## src/rtl/filter_ctrl_pkg.sv

```systemverilog
// filter_ctrl_pkg: shared filter codes, controller state encoding and helpers.
package filter_ctrl_pkg;
    typedef enum logic [1:0] {COLOUR = 2'b00, BLUR = 2'b01, BRIGHTNESS = 2'b10, EDGES = 2'b11} filter_t;
    typedef enum logic [1:0] {IDLE = 2'd0, IN_FRAME = 2'd1, GAP = 2'd2} ctrl_state_t;
    localparam int NUM_FILTERS = 4;
    function automatic logic [1:0] next_filter(input logic [1:0] f);
        return 2'((int'(f) + 1) % NUM_FILTERS);
    endfunction
endpackage

```

## src/rtl/filter_switch_ctrl_frame_tracker.sv

```systemverilog
// frame_tracker: follows sop/eop on the monitored stream; flags frame boundaries,
// completed frames, and a sticky error when a sop arrives inside a frame.
module frame_tracker
    import filter_ctrl_pkg::*;
#(
    parameter int FRAME_CNT_W = 16
) (
    input  logic                   clk,
    input  logic                   reset,
    input  logic                   acc,
    input  logic                   sop,
    input  logic                   eop,
    output logic                   boundary,
    output logic                   frame_done,
    output logic                   frame_err,
    output logic [1:0]             state,
    output logic [FRAME_CNT_W-1:0] frame_cnt
);
    ctrl_state_t st, st_nx;
    logic in_frame, start;
    assign in_frame   = st == IN_FRAME;
    assign start      = acc & sop & ~eop;
    assign boundary   = in_frame ? acc & eop : ~start;
    // a single-beat frame outside IN_FRAME still counts as a completed frame
    assign frame_done = acc & eop & (in_frame | sop);
    assign st_nx      = start ? IN_FRAME : (in_frame & acc & eop) ? GAP : st;
    assign state      = st;
    always_ff @(posedge clk) begin
        if (reset) begin
            st        <= IDLE;
            frame_err <= 1'b0;
            frame_cnt <= '0;
        end else begin
            st <= st_nx;
            if (in_frame & acc & sop) frame_err <= 1'b1;
            if (frame_done) frame_cnt <= frame_cnt + 1'b1;
        end
    end
endmodule

```

## src/rtl/filter_switch_ctrl.sv

```systemverilog
// filter_switch_ctrl: applies filter/freq requests only at frame boundaries.
// Define FILTER_AUTO_CYCLE_EN to add auto_en and step filters every FRAMES_PER_FILTER frames.
module filter_switch_ctrl
    import filter_ctrl_pkg::*;
#(
    parameter int FRAME_CNT_W       = 16,
    parameter int FRAMES_PER_FILTER = 60
) (
    input  logic                   clk,
    input  logic                   reset,
    input  logic                   req_strobe,
    input  logic [1:0]             filter_req,
    input  logic [1:0]             freq_req,
    input  logic                   mon_sop,
    input  logic                   mon_eop,
    input  logic                   mon_valid,
    input  logic                   mon_ready,
`ifdef FILTER_AUTO_CYCLE_EN
    input  logic                   auto_en,
`endif
    output logic [1:0]             filter_num,
    output logic [1:0]             freq_flag,
    output logic                   frame_active,
    output logic                   pending,
    output logic                   switch_pulse,
    output logic                   frame_err,
    output logic [FRAME_CNT_W-1:0] frame_cnt
);
    logic acc, boundary, frame_done, apply, step;
    logic [1:0] state, pending_filter, pending_freq;
    assign acc = mon_valid & mon_ready;
    frame_tracker #(.FRAME_CNT_W(FRAME_CNT_W)) u_tracker (
        .clk       (clk),
        .reset     (reset),
        .acc       (acc),
        .sop       (mon_sop),
        .eop       (mon_eop),
        .boundary  (boundary),
        .frame_done(frame_done),
        .frame_err (frame_err),
        .state     (state),
        .frame_cnt (frame_cnt)
    );
    assign frame_active = state == IN_FRAME;
    assign apply        = boundary & (pending | req_strobe);
`ifdef FILTER_AUTO_CYCLE_EN
    localparam int CW = $clog2(FRAMES_PER_FILTER) + 1;
    localparam logic [CW-1:0] LAST = CW'(FRAMES_PER_FILTER - 1);
    logic [CW-1:0] auto_cnt;
    // manual requests win: the auto step is suppressed while one is pending or strobing
    assign step = auto_en & frame_done & (auto_cnt == LAST) & ~pending & ~req_strobe;
    always_ff @(posedge clk) begin
        if (reset | ~auto_en | apply | step) auto_cnt <= '0;
        else if (frame_done) auto_cnt <= auto_cnt + 1'b1;
    end
`else
    logic unused_frame_done;
    assign step              = 1'b0;
    assign unused_frame_done = frame_done;
`endif
    always_ff @(posedge clk) begin
        if (reset) begin
            filter_num     <= 2'd0;
            freq_flag      <= 2'd0;
            pending        <= 1'b0;
            pending_filter <= 2'd0;
            pending_freq   <= 2'd0;
            switch_pulse   <= 1'b0;
        end else begin
            switch_pulse <= apply | step;
            if (apply) begin
                filter_num <= req_strobe ? filter_req : pending_filter;
                freq_flag  <= req_strobe ? freq_req : pending_freq;
                pending    <= 1'b0;
            end else begin
                if (step) filter_num <= next_filter(filter_num);
                if (req_strobe) begin
                    pending        <= 1'b1;
                    pending_filter <= filter_req;
                    pending_freq   <= freq_req;
                end
            end
        end
    end
endmodule

```

## config.mk

```make
export PLATFORM = sky130hd
export DESIGN_NAME = filter_switch_ctrl
export DESIGN_NICKNAME = d
export VERILOG_FILES = /design/src/rtl/filter_ctrl_pkg.sv /design/src/rtl/filter_switch_ctrl_frame_tracker.sv /design/src/rtl/filter_switch_ctrl.sv
export SDC_FILE = /design/constraint.sdc
export NUM_CORES = 1
export LEC_CHECK = 0
export BUFFER_PORTS_ARGS = -buffer_cell sky130_fd_sc_hd__buf_2
export CAP_MARGIN = 15
export CORE_MARGIN = 2
export CORE_UTILIZATION = 51
export CTS_CLUSTER_DIAMETER = 150
export DETAILED_ROUTE_END_ITERATION = 8
export PLACE_DENSITY = 0.8
export SYNTH_ARGS = -nofsm -noshare
export SYNTH_HDL_FRONTEND = slang
export SYNTH_SLANG_ARGS = --single-unit
```

## constraint.sdc

```tcl
create_clock -name clk -period 1.96 [get_ports clk]
set_clock_uncertainty 0.1 [all_clocks]
set_input_delay 0.294 -clock clk [delete_from_list [all_inputs] [get_ports clk]]
set_output_delay 0.294 -clock clk [all_outputs]
set_load 0.02 [all_outputs]
```

# Word-level counts from Yosys, hierarchy flattened
# Index checks and enable logic that the tools add are counted.
[word_totals]
regBits = 29
in_bits = 11
output_inout_bits = 24
elab_cells = 33
[classes]
n_addsub = 1
n_eq_ne = 1
n_mux = 5
bitwise_logic = 13
n_reduce_logical = 3
[op_table]
columns = ["cell", "n"]
rows = [
  ["$add 16x1->16 const B", 1],
  ["$and 1x1->1", 9],
  ["$mux 2", 2],
  ["$reduce_or 2->1", 2],
  ["$mux 1", 3],
  ["$eq 2x1->1 const B", 1],
  ["$not 1->1", 2],
  ["$or 1x1->1", 2],
  ["$reduce_bool 2->1", 1],
]

# Longest topological paths before layout
# Gate-level depths: netlist (run 1).
[logic_depth]
ltp_word = 7
ltp_mapped = 6
depth_no_buf = 5

# Modules after synthesis
# Synthesis (run 1) repeated with hierarchy kept, for this count alone.
[unflattened]
hier_cells = 143
area_unflattened_um2 = 1377.6
[modules_own_cells]
columns = ["mod", "n_inst", "cells_per_inst", "area_each_um2", "seq_area_each_um2"]
rows = [
  ["frame_tracker", 1, 103, 919.6, 380.4],
  ["filter_switch_ctrl", 1, 40, 457.9, 200.2],
]

# Worst setup path after synthesis (run 1)
# OpenSTA, ideal clock, no wires.
[synth_path]
path_kind = "reg2reg"
from = "register u_tracker.frame_cnt[0]"
to = "register u_tracker.frame_cnt[14]"
setup_time_ns = 0.070
arrival_ns = 1.642
t_required_ns = 1.790
slack_ns = 0.148
stages_incl_launch_ff = 6
n_path_buf = 0
synth_period_minus_slack_ns = 1.812
cell_sequence = "dfxtp_1 -> ha_1 -> and4_1 -> o211ai_2 -> or4_1 -> a21oi_1"
[synth_between]
elab_chain_len = 1
[synth_lines]
columns = ["item", "line", "source"]
rows = [
  ["start, declared", "filter_switch_ctrl_frame_tracker.sv:17", "output logic [FRAME_CNT_W-1:0] frame_cnt"],
  ["start signal, assigned", "filter_switch_ctrl_frame_tracker.sv:36", "if (frame_done) frame_cnt <= frame_cnt + 1'b1;"],
  ["$add 16x1->16", "filter_switch_ctrl_frame_tracker.sv:36", ""],
]
# Every way passes these cells.
# A chain may end at the register's enable or synchronous reset.

# Worst setup path after layout (run 1)
# Ends and elaborated chain as after synthesis.

==> out/summary.txt, run 1 <==
clk_lat worst skew: 310 ps
port bufs: 34
ys flop type: dfxtp_1
max_cap viols: 0
DPL Wire Length: 1980 um
CP cell instances: ha_1, and4_1, o211ai_2, or4_1, a21oi_1
drt pass-1 iters: 4
Avg WL per Cell: 12.72 um
top cells by area, synth: dfxtp_1 43%, mux2i_1 6.7%, a21oi_1 6.3%
Via density: 5.557
Antenna diodes: 0
synth warn: 0
Setup-failing EPs final: 0
achievable frequency: 554.3 MHz
Die X-Extent: 55.43 um
number of clock sinks: 29
WP data required: 2110 ps
hold crit path type: in -> reg
Final Non-Filler Cells: 212
Mapped Avg Cell Area: 9.367 um2
Placeable Area: 2500 um2
GRT Total Usage: 18.63%
CTS tree: yes
Synth area leader: dfxtp_1
detailed router's first-iteration violation count: 25
Reg2Reg Launch Point: u_tracker.frame_cnt[0]
# IOs: 35
Synth cell types: 34
Clock Tree Root: clkbuf_4
Initial Util: 53.95%
share of cells above drive strength 1: 27.47%
max incr delay on CP: 530 ps
die area: 3072 um2
Crit-path slowest cell: or4_1
vias after detailed routing: 1178
Slew Viols, Final: 0
CP Class: reg -> reg
final hold violations: 0
Slew HR: 66.22%
Num CTS Buffers: 5
Remaining DRCs: 0
num rows: 18
fin nets: 194
vias in the first global route: 1093
Setup crit end kind: flip-flop
total grt overflow: 0
Worst Tran Pin Value: 506.7 ps
period utilization: 92.05%
Async SR Flop Fraction: 0%
first-pass GRT wire length: 4678 um
Max H-tree Level: 2
area delta synth->final: 17.35%
Final min period: 1804 ps
largest net degree at the start of global routing: 30
Post-DP Area: 1528 um2
share of the synthesized area in the top cell type: 43.04%
outcome: finished, final reports clean
antenna violations before repair: 0
GPL Wtd Cong: 0.7761
Worst Min Path Start: filter_req[0]
syn_nets: 156
Fin Setup TNS: 0 ps
Critical path origin: u_tracker.frame_cnt[0]
final WL: 2697 um
pwr/cell area: 679.2 nW/um2
clk slew on worst S/H paths: 80 ps
Mapped Cells: 144
number of flops mapped to enable cells by yosys: 0
Placed Cells: 205
post_cts resized: 0
CP startpoint kind: flip-flop
sequential area share after synthesis: 43.04%
worst vdd ir: 0.4209 mV
postcts setup bufs: 0
CP arrival: 1950 ps
FF+latch count, synth: 29
Final ANT Viol Nets: 0
mapped cell area: 1349 um2
Final Cell Area: 1583 um2
unrepaired setup endpoints after global routing: false
die height: 55.43 um
clk buf depth: 2
CP Max Fanout: 6
# hold bufs at CTS: 0
Pleak: 0.7105 nW
layer usage:
metal  wire [um]  up-vias  GRT usage (%)
met3         125        7          5.152
met1        1314      533          23.17
met5           0        -              0
li1            -      607              -
met4          52        0          8.014
met2        1204       31          30.10
power breakdown:
group          total, mW  internal [mW]  switching [mW]
Combinational      0.104         0.0418          0.0626
Sequential         0.612          0.604         0.00870
Clock              0.358          0.169           0.189
Total               1.08          0.815           0.260
area by class of cell:
class,count,area (um2)
clock buffer,7,55.05
inverter,1,3.754
sequential,29,580.6
multi-input combinational,107,705.7
tap,30,37.54
timing repair buffer,38,200.2
fill,228,917.1
Yosys cell counts (2+ instances only):
cell type	count
o2111ai_1	2
nand2b_1	5
clkbuf_1	2
nor2_1	13
o21a_1	5
dfxtp_1	29
and3_1	3
buf_6	3
a21oi_1	17
o21ai_0	8
o31ai_1	6
nand2_1	6
or3_1	4
or4_1	6
nand3_1	3
xor2_1	5
mux2i_1	9
o211ai_2	2
final timing paths:
kind	to	slack [ps]	cells past startpoint
worst max register to register	u_tracker.frame_cnt[14]	160	5
worst max-delay path	u_tracker.frame_cnt[14]	160	5
worst min register to register	filter_num[0]	370	1
worst min-delay path	pending_filter[0]	130	3
through the flow:
step	hold WS (ps)	power, mW	setup slack (ps)	util [%]
after floorplan	337.9	0.6938	147.9	-
after global placement	344.8	0.7263	263.3	61.11
after detailed placement	352.0	0.7301	169.0	61.11
after CTS	128.3	1.083	157.1	63.31
after global routing	140.3	1.123	45.10	63.31
final	129.5	1.075	155.8	63.31
placed cells by master (no fill, tap or decap), drive strengths merged, types with 2 or more instances in the layout:
cell / synthesis / routed
nor2: 13 / 13
and4: 2 / 2
buf: 4 / 38
and3: 5 / 5
dfxtp: 29 / 29
nand3: 3 / 3
o2111ai: 2 / 2
clkbuf: 3 / 7
o21ai: 9 / 9
nand2b: 5 / 5
o21a: 5 / 5
nand2: 6 / 6
or4: 6 / 6
or3: 4 / 4
nand4: 2 / 2
xor2: 5 / 5
o31ai: 6 / 6
o211ai: 3 / 3
mux2i: 9 / 9
a21oi: 17 / 17
worst max-delay path: cells and delay by family (launching register included):
family | cells | cell delay, ps
simple gates | 2 | 780
flops | 1 | 380
compound gates | 2 | 320
fa+ha+maj | 1 | 150
sequential cells by signal (all words and copies together), names as in the netlist:
| name | flops |
|---|---|
| switch_pulse | 1 |
| freq_flag | 2 |
| u_tracker.state | 2 |
| filter_num | 2 |
| pending | 1 |
| pending_filter | 2 |
| u_tracker.frame_err | 1 |
| u_tracker.frame_cnt | 16 |
| pending_freq | 2 |
logic make-up after synthesis:
| logic type | Yosys count | synth area share [%] |
|---|---|---|
| buffers and inverters | 8 | 4.637 |
| AND/OR/NAND/NOR | 49 | 21.43 |
| multiplexers | 9 | 6.679 |
| flip-flops | 29 | 43.04 |
| adder cells (fa/ha/maj) | 1 | 0.9275 |
| XOR/XNOR | 5 | 3.247 |
| AO/OA/AOI/OAI | 43 | 20.04 |
Note: power is estimated with default switching activity, not from simulation.
==> run 2: changes to the inputs <==
--- a/config.mk
+++ b/config.mk
@@ -7,7 +7,7 @@
 export LEC_CHECK = 0
 export BUFFER_PORTS_ARGS = -buffer_cell sky130_fd_sc_hd__buf_2
 export CAP_MARGIN = 15
-export CORE_MARGIN = 2
+export CORE_MARGIN = 5
 export CORE_UTILIZATION = 51
 export CTS_CLUSTER_DIAMETER = 150
 export DETAILED_ROUTE_END_ITERATION = 8
==> run 2 against run 1 <==
Via count rose by 1.3%. Utilization rose by 1.2 points. Power rose by 14%. Non-clock buffer count did not move. Critical endpoint unchanged. Largest cell class unchanged.
==> out/summary.txt, run 2 (synthesis gave the netlist of run 1 again) <==
max incr delay on CP: 530 ps (about the same)
max FFs per register: 16 (unchanged)
period utilization: 91.87% (-0.18 points)
drt pass-1 iters: 4 (unchanged)
Crit-path slowest cell: or4_1
Worst Min Path Start: filter_req[0]
Clock Tree Root: clkbuf_4
Final Cell Area: 1613 um2 (+1.9%)
CTS tree: yes
achievable frequency: 555.3 MHz (+0.20%)
area delta synth->final: 19.57%
antenna violations before repair: 0 (unchanged)
Total Power: 1.224 mW (+14%)
GRT Total Usage: 17.50% (-1.1 points)
Slew HR: 65.38% (-0.84 points)
hold crit path type: in -> reg
CP arrival: 1960 ps (about the same)
Post-DP Area: 1528 um2 (unchanged)
detailed router's first-iteration violation count: 46 (+84%)
number of clock sinks: 29 (unchanged)
P_int: 950.0 uW (+17%)
final hold violations: 0 (unchanged)
Die X-Extent: 61.43 um (+11%)
largest net degree at the start of global routing: 30 (unchanged)
die area: 3773 um2 (+23%)
Fin Setup TNS: 0 ps (unchanged)
Setup crit end kind: flip-flop
final WL: 2844 um (+5.5%)
Max H-tree Level: 2 (unchanged)
postcts setup bufs: 0 (unchanged)
total grt overflow: 0 (unchanged)
vias after detailed routing: 1193 (+1.3%)
DPL Wire Length: 2112 um (+6.7%)
Critical path origin: u_tracker.frame_cnt[0]
Placeable Area: 2500 um2 (unchanged)
CP startpoint kind: flip-flop
CP top delay family: simple AND/OR/NAND/NOR gates
num rows: 18 (unchanged)
outcome: finished, final reports clean
Buf+Inv Stages, Crit Path: 0 (unchanged)
Filler cells: 212 (-7.0%)
CP cell instances: ha_1, and4_1, o211ai_2, or4_1, a21oi_1
share of cells above drive strength 1: 27.87% (+0.40 points)
Reg area: 580.6 um2 (unchanged)
# IOs: 35 (unchanged)
sequential power share: 50.0% (-7.0 points)
Top reg by flops: u_tracker.frame_cnt
Num CTS Buffers: 5 (unchanged)
first-pass GRT wire length: 4864 um (+4.0%)
die height: 61.43 um (+11%)
Final min period: 1801 ps (-3.526 ps)
Slew Viols, Final: 0 (unchanged)
Reg2Reg Launch Point: u_tracker.frame_cnt[0]
Setup-failing EPs final: 0 (unchanged)
# hold bufs at CTS: 0 (unchanged)
max_cap viols: 0 (unchanged)
Pleak: 0.7246 nW (+2.0%)
Worst Tran Pin Value: 517.7 ps (+11.03 ps)
Multi-input gate area: 705.7 um2 (unchanged)
WP data required: 2120 ps (about the same)
clk buf depth: 2 (unchanged)
GPL Wtd Cong: 0.7692 (-0.89%)
Clk pwr share: 41.5% (+8.2 points)
worst vdd ir: 0.6560 mV (+56%)
leading cell types in the layout, fill and taps excluded: 34 x buf_2, 29 x dfxtp_1, 17 x a21oi_1
Via density: 5.601 (+0.80%)
pwr/cell area: 758.6 nW/um2 (+12%)
Antenna diodes: 0 (unchanged)
CP Max Fanout: 6 (unchanged)
vias in the first global route: 1157 (+5.9%)
Avg WL per Cell: 13.35 um (+5.0%)
Gate power share: 8.5% (-1.2 points)
commonest non-fill, non-tap cell in the layout: buf_2
NetSw: 273.5 uW (+5.0%)
unrepaired setup endpoints after global routing: false
CP Class: reg -> reg
switch share: 22.35% (-1.9 points)
port bufs: 34 (unchanged)
clk slew on worst S/H paths: 100 ps (+20 ps)
Final ANT Viol Nets: 0 (unchanged)
clk_lat worst skew: 330 ps (+20 ps)
Remaining DRCs: 0 (unchanged)
post_cts resized: 0 (unchanged)
fin nets: 194 (unchanged)
Initial Util: 53.95% (unchanged)
==> run 2: changes by cell type in the layout (fill, tap and decap cells not counted) <==
cell,before,now
bufinv_16,0,1
==> run 2: worst paths after layout <==
| path | to | slack, ps | cells past startpoint |
|---|---|---|---|
| worst max-delay path | u_tracker.frame_cnt[14] | 160 | 5 |
| worst min-delay path | pending_filter[0] | 120 | 3 |
| worst max register to register | u_tracker.frame_cnt[14] | 160 | 5 |
| worst min register to register | freq_flag[0] | 370 | 1 |
==> run 2: worst min-delay path: stages <==
cell     delay, ps
buf_2           90
mux2i_1         60
nor2_1          70
==> run 2: final cells by class <==
| cell class | instances | share of cell area (%) |
|---|---|---|
| Timing Repair Buffer | 38 | 12.41 |
| Inverter | 1 | 0.2327 |
| Multi-Input combinational cell | 107 | 43.75 |
| Sequential cell | 29 | 36.00 |
| Clock buffer | 7 | 3.413 |
| Tap cell | 30 | 2.327 |
| Clock inverter | 1 | 1.862 |
==> run 2: power groups by stage <==
| stage | clock (mW) | sequential (mW) | combinational, mW |
|---|---|---|---|
| 2_1_floorplan | 0 | 0.639 | 0.0552 |
| 3_3_place_gp | 0 | 0.625 | 0.102 |
| 3_5_place_dp | 0 | 0.626 | 0.104 |
| 4_1_cts | 0.517 | 0.612 | 0.104 |
| 5_1_grt | 0.547 | 0.615 | 0.115 |
| 6_report | 0.508 | 0.612 | 0.104 |
==> run 2: metrics by stage <==
stage / setup WS (ps) / utilization [%] / hold slack (ps) / cells
final: 159.3 / 64.51 / 120.4 / 213
after global routing: 18.85 / 64.51 / 126.8 / 213
after CTS: 147.3 / 64.51 / 112.8 / 213
after detailed placement: 148.1 / 61.11 / 356.5 / 205
after global placement: 266.6 / 61.11 / 343.7 / 205
after floorplan: 147.9 / - / 337.9 / 144
==> run 2: routing by layer <==
layer  vias to the layer above  track usage, %  part of all wire [%]
li1                        607               -                     -
met1                       547           20.26                    44
met2                        35           29.00                    48
met3                         4           7.338                   7.1
met4                         0           6.364                   1.4
met5                         -               0                     0
==> run 3: changes to the inputs <==
--- a/config.mk
+++ b/config.mk
@@ -7,8 +7,10 @@
 export LEC_CHECK = 0
 export BUFFER_PORTS_ARGS = -buffer_cell sky130_fd_sc_hd__buf_2
 export CAP_MARGIN = 15
+export CELL_PAD_IN_SITES_DETAIL_PLACEMENT = 0
+export CELL_PAD_IN_SITES_GLOBAL_PLACEMENT = 1
 export CORE_MARGIN = 5
-export CORE_UTILIZATION = 51
+export CORE_UTILIZATION = 38
 export CTS_CLUSTER_DIAMETER = 150
 export DETAILED_ROUTE_END_ITERATION = 8
 export PLACE_DENSITY = 0.8
==> run 3 against run 2 <==
Routed wire length increased by 13%. Maximum frequency up 0.78%. Via count rose by 1.8%. Power down 13%. Cell area shrank 0.39%. Non-clock buffer count up 1. Clock power decreased by 32%. Sequential power barely moved. First-iteration DRC count grew 15%. Cell count rose by 8.0%. Critical path type unchanged.
==> out/summary.txt, run 3 (synthesis gave the netlist of run 1 again) <==
Final Non-Filler Cells: 230 (+8.0%)
Final Cell Area: 1607 um2 (-0.39%)
detailed router's first-iteration violation count: 53 (+15%)
Setup crit end kind: flip-flop
WP data required: 2120 ps (about the same)
largest net degree at the start of global routing: 30 (unchanged)
clk slew on worst S/H paths: 100 ps (about the same)
GPL Wtd Cong: 0.7893 (+2.6%)
Fin Setup TNS: 0 ps (unchanged)
Die X-Extent: 69.58 um (+13%)
# hold bufs at CTS: 0 (unchanged)
Initial Util: 39.79% (-14 points)
final hold violations: 0 (unchanged)
Remaining DRCs: 0 (unchanged)
Final ANT Viol Nets: 0 (unchanged)
Antenna diodes: 0 (unchanged)
drt pass-1 iters: 4 (unchanged)
Slew Viols, Final: 0 (unchanged)
worst vdd ir: 0.4207 mV (-36%)
max incr delay on CP: 520 ps (about the same)
CP startpoint kind: flip-flop
antenna violations before repair: 0 (unchanged)
vias after detailed routing: 1215 (+1.8%)
CP Class: reg -> reg
achievable frequency: 559.7 MHz (+0.78%)
vias in the first global route: 1195 (+3.3%)
total grt overflow: 0 (unchanged)
num rows: 21 (+3)
fin nets: 195 (+0.52%)
first-pass GRT wire length: 5368 um (+10%)
clk_lat worst skew: 330 ps (about the same)
number of clock sinks: 29 (unchanged)
Clock Tree Root: clkbuf_4
share of cells above drive strength 1: 28.26% (+0.39 points)
die height: 69.58 um (+13%)
hold crit path type: in -> reg
pwr/cell area: 660.4 nW/um2 (-13%)
area delta synth->final: 19.11%
final WL: 3206 um (+13%)
# IOs: 35 (unchanged)
max FFs per register: 16 (unchanged)
Setup-failing EPs final: 0 (unchanged)
post_cts resized: 0 (unchanged)
Max H-tree Level: 2 (unchanged)
CP Max Fanout: 6 (unchanged)
Final min period: 1787 ps (-14.03 ps)
CP cell instances: ha_1, and4_1, o211ai_2, or4_1, a21oi_1
max_cap viols: 0 (unchanged)
postcts setup bufs: 0 (unchanged)
Post-DP Area: 1555 um2 (+1.8%)
Num CTS Buffers: 5 (unchanged)
die area: 4841 um2 (+28%)
Crit-path slowest cell: or4_1
Top reg by flops: u_tracker.frame_cnt
Worst Tran Pin Value: 525.4 ps (+7.669 ps)
Buf+Inv Stages, Crit Path: 0 (unchanged)
Pleak: 0.7153 nW (-1.3%)
Avg WL per Cell: 13.94 um (+4.4%)
GRT Total Usage: 13.76% (-3.7 points)
period utilization: 91.16% (-0.72 points)
outcome: finished, final reports clean
DPL Wire Length: 2351 um (+11%)
leading cell types in the layout, fill and taps excluded: 34 x buf_2, 29 x dfxtp_1, 17 x a21oi_1
CP top delay family: simple AND/OR/NAND/NOR gates
Slew HR: 64.97% (-0.41 points)
Placeable Area: 3390 um2 (+36%)
Placed Cells: 222 (+8.3%)
port bufs: 34 (unchanged)
CTS tree: yes
clk buf depth: 2 (unchanged)
CP arrival: 1940 ps (-20 ps)
unrepaired setup endpoints after global routing: false
Via density: 5.283 (-5.7%)
commonest non-fill, non-tap cell in the layout: buf_2
## run 3: cell types whose count changed in the layout (fill, tap and decap cells not counted), sizes merged
| cell | previous run | this run |
|---|---|---|
| clkinv | 0 | 2 |
| buf | 38 | 39 |
| bufinv | 1 | 0 |
| clkbuf | 7 | 6 |
## run 3: path summary, 6_finish.rpt
| check | from | end | slack (ps) | depth (start not counted) |
|---|---|---|---|---|
| hold reg to reg | filter_num[0] | filter_num[0] | 370 | 1 |
| setup / recovery | u_tracker.frame_cnt[0] | u_tracker.frame_cnt[12] | 170 | 5 |
| setup reg to reg | u_tracker.frame_cnt[0] | u_tracker.frame_cnt[12] | 170 | 5 |
| hold / removal | filter_req[0] | pending_filter[0] | 110 | 3 |
## run 3: area by class of cell
type / count / area, um2
flip-flops and latches: 29 / 580.6
clock buffers: 6 / 41.29
well taps: 46 / 57.56
multi-input cells: 107 / 705.7
repair buffers: 39 / 207.7
clock inverters: 2 / 10.01
fillers: 357 / 1783
inverters: 1 / 3.754
## run 3: power breakdown
part,leakage [nW],switching [mW],total [mW],internal [mW]
Combinational,0.448,0.0631,0.104,0.0406
Sequential,0.235,0.00835,0.612,0.604
Clock,0.0320,0.209,0.345,0.136
## run 3: routing by layer
layer	vias to the layer above	share of wire (%)	global-route usage, %
met5	-	0	0
li1	607	-	-
met4	0	1.2	5.206
met1	575	41	14.44
met2	29	51	24.36
met3	4	6.4	5.652
## run 3: per-stage QoR
step,worst slack [ps],power [mW],util [%],hold WS (ps)
3_3_place_gp,256.0,0.7262,45.88,344.9
3_5_place_dp,182.3,0.7315,45.88,352.9
4_1_cts,177.9,1.072,47.40,102.1
6_report,173.3,1.061,47.40,109.2
2_1_floorplan,147.9,0.6938,-,337.9
5_1_grt,34.81,1.119,47.40,96.11
## run 3: worst min-delay path, delay by kind of cell
kind,cells,cell delay [ps]
buffers and inverters,1,90
muxes,1,60
and+or+nand+nor,1,70
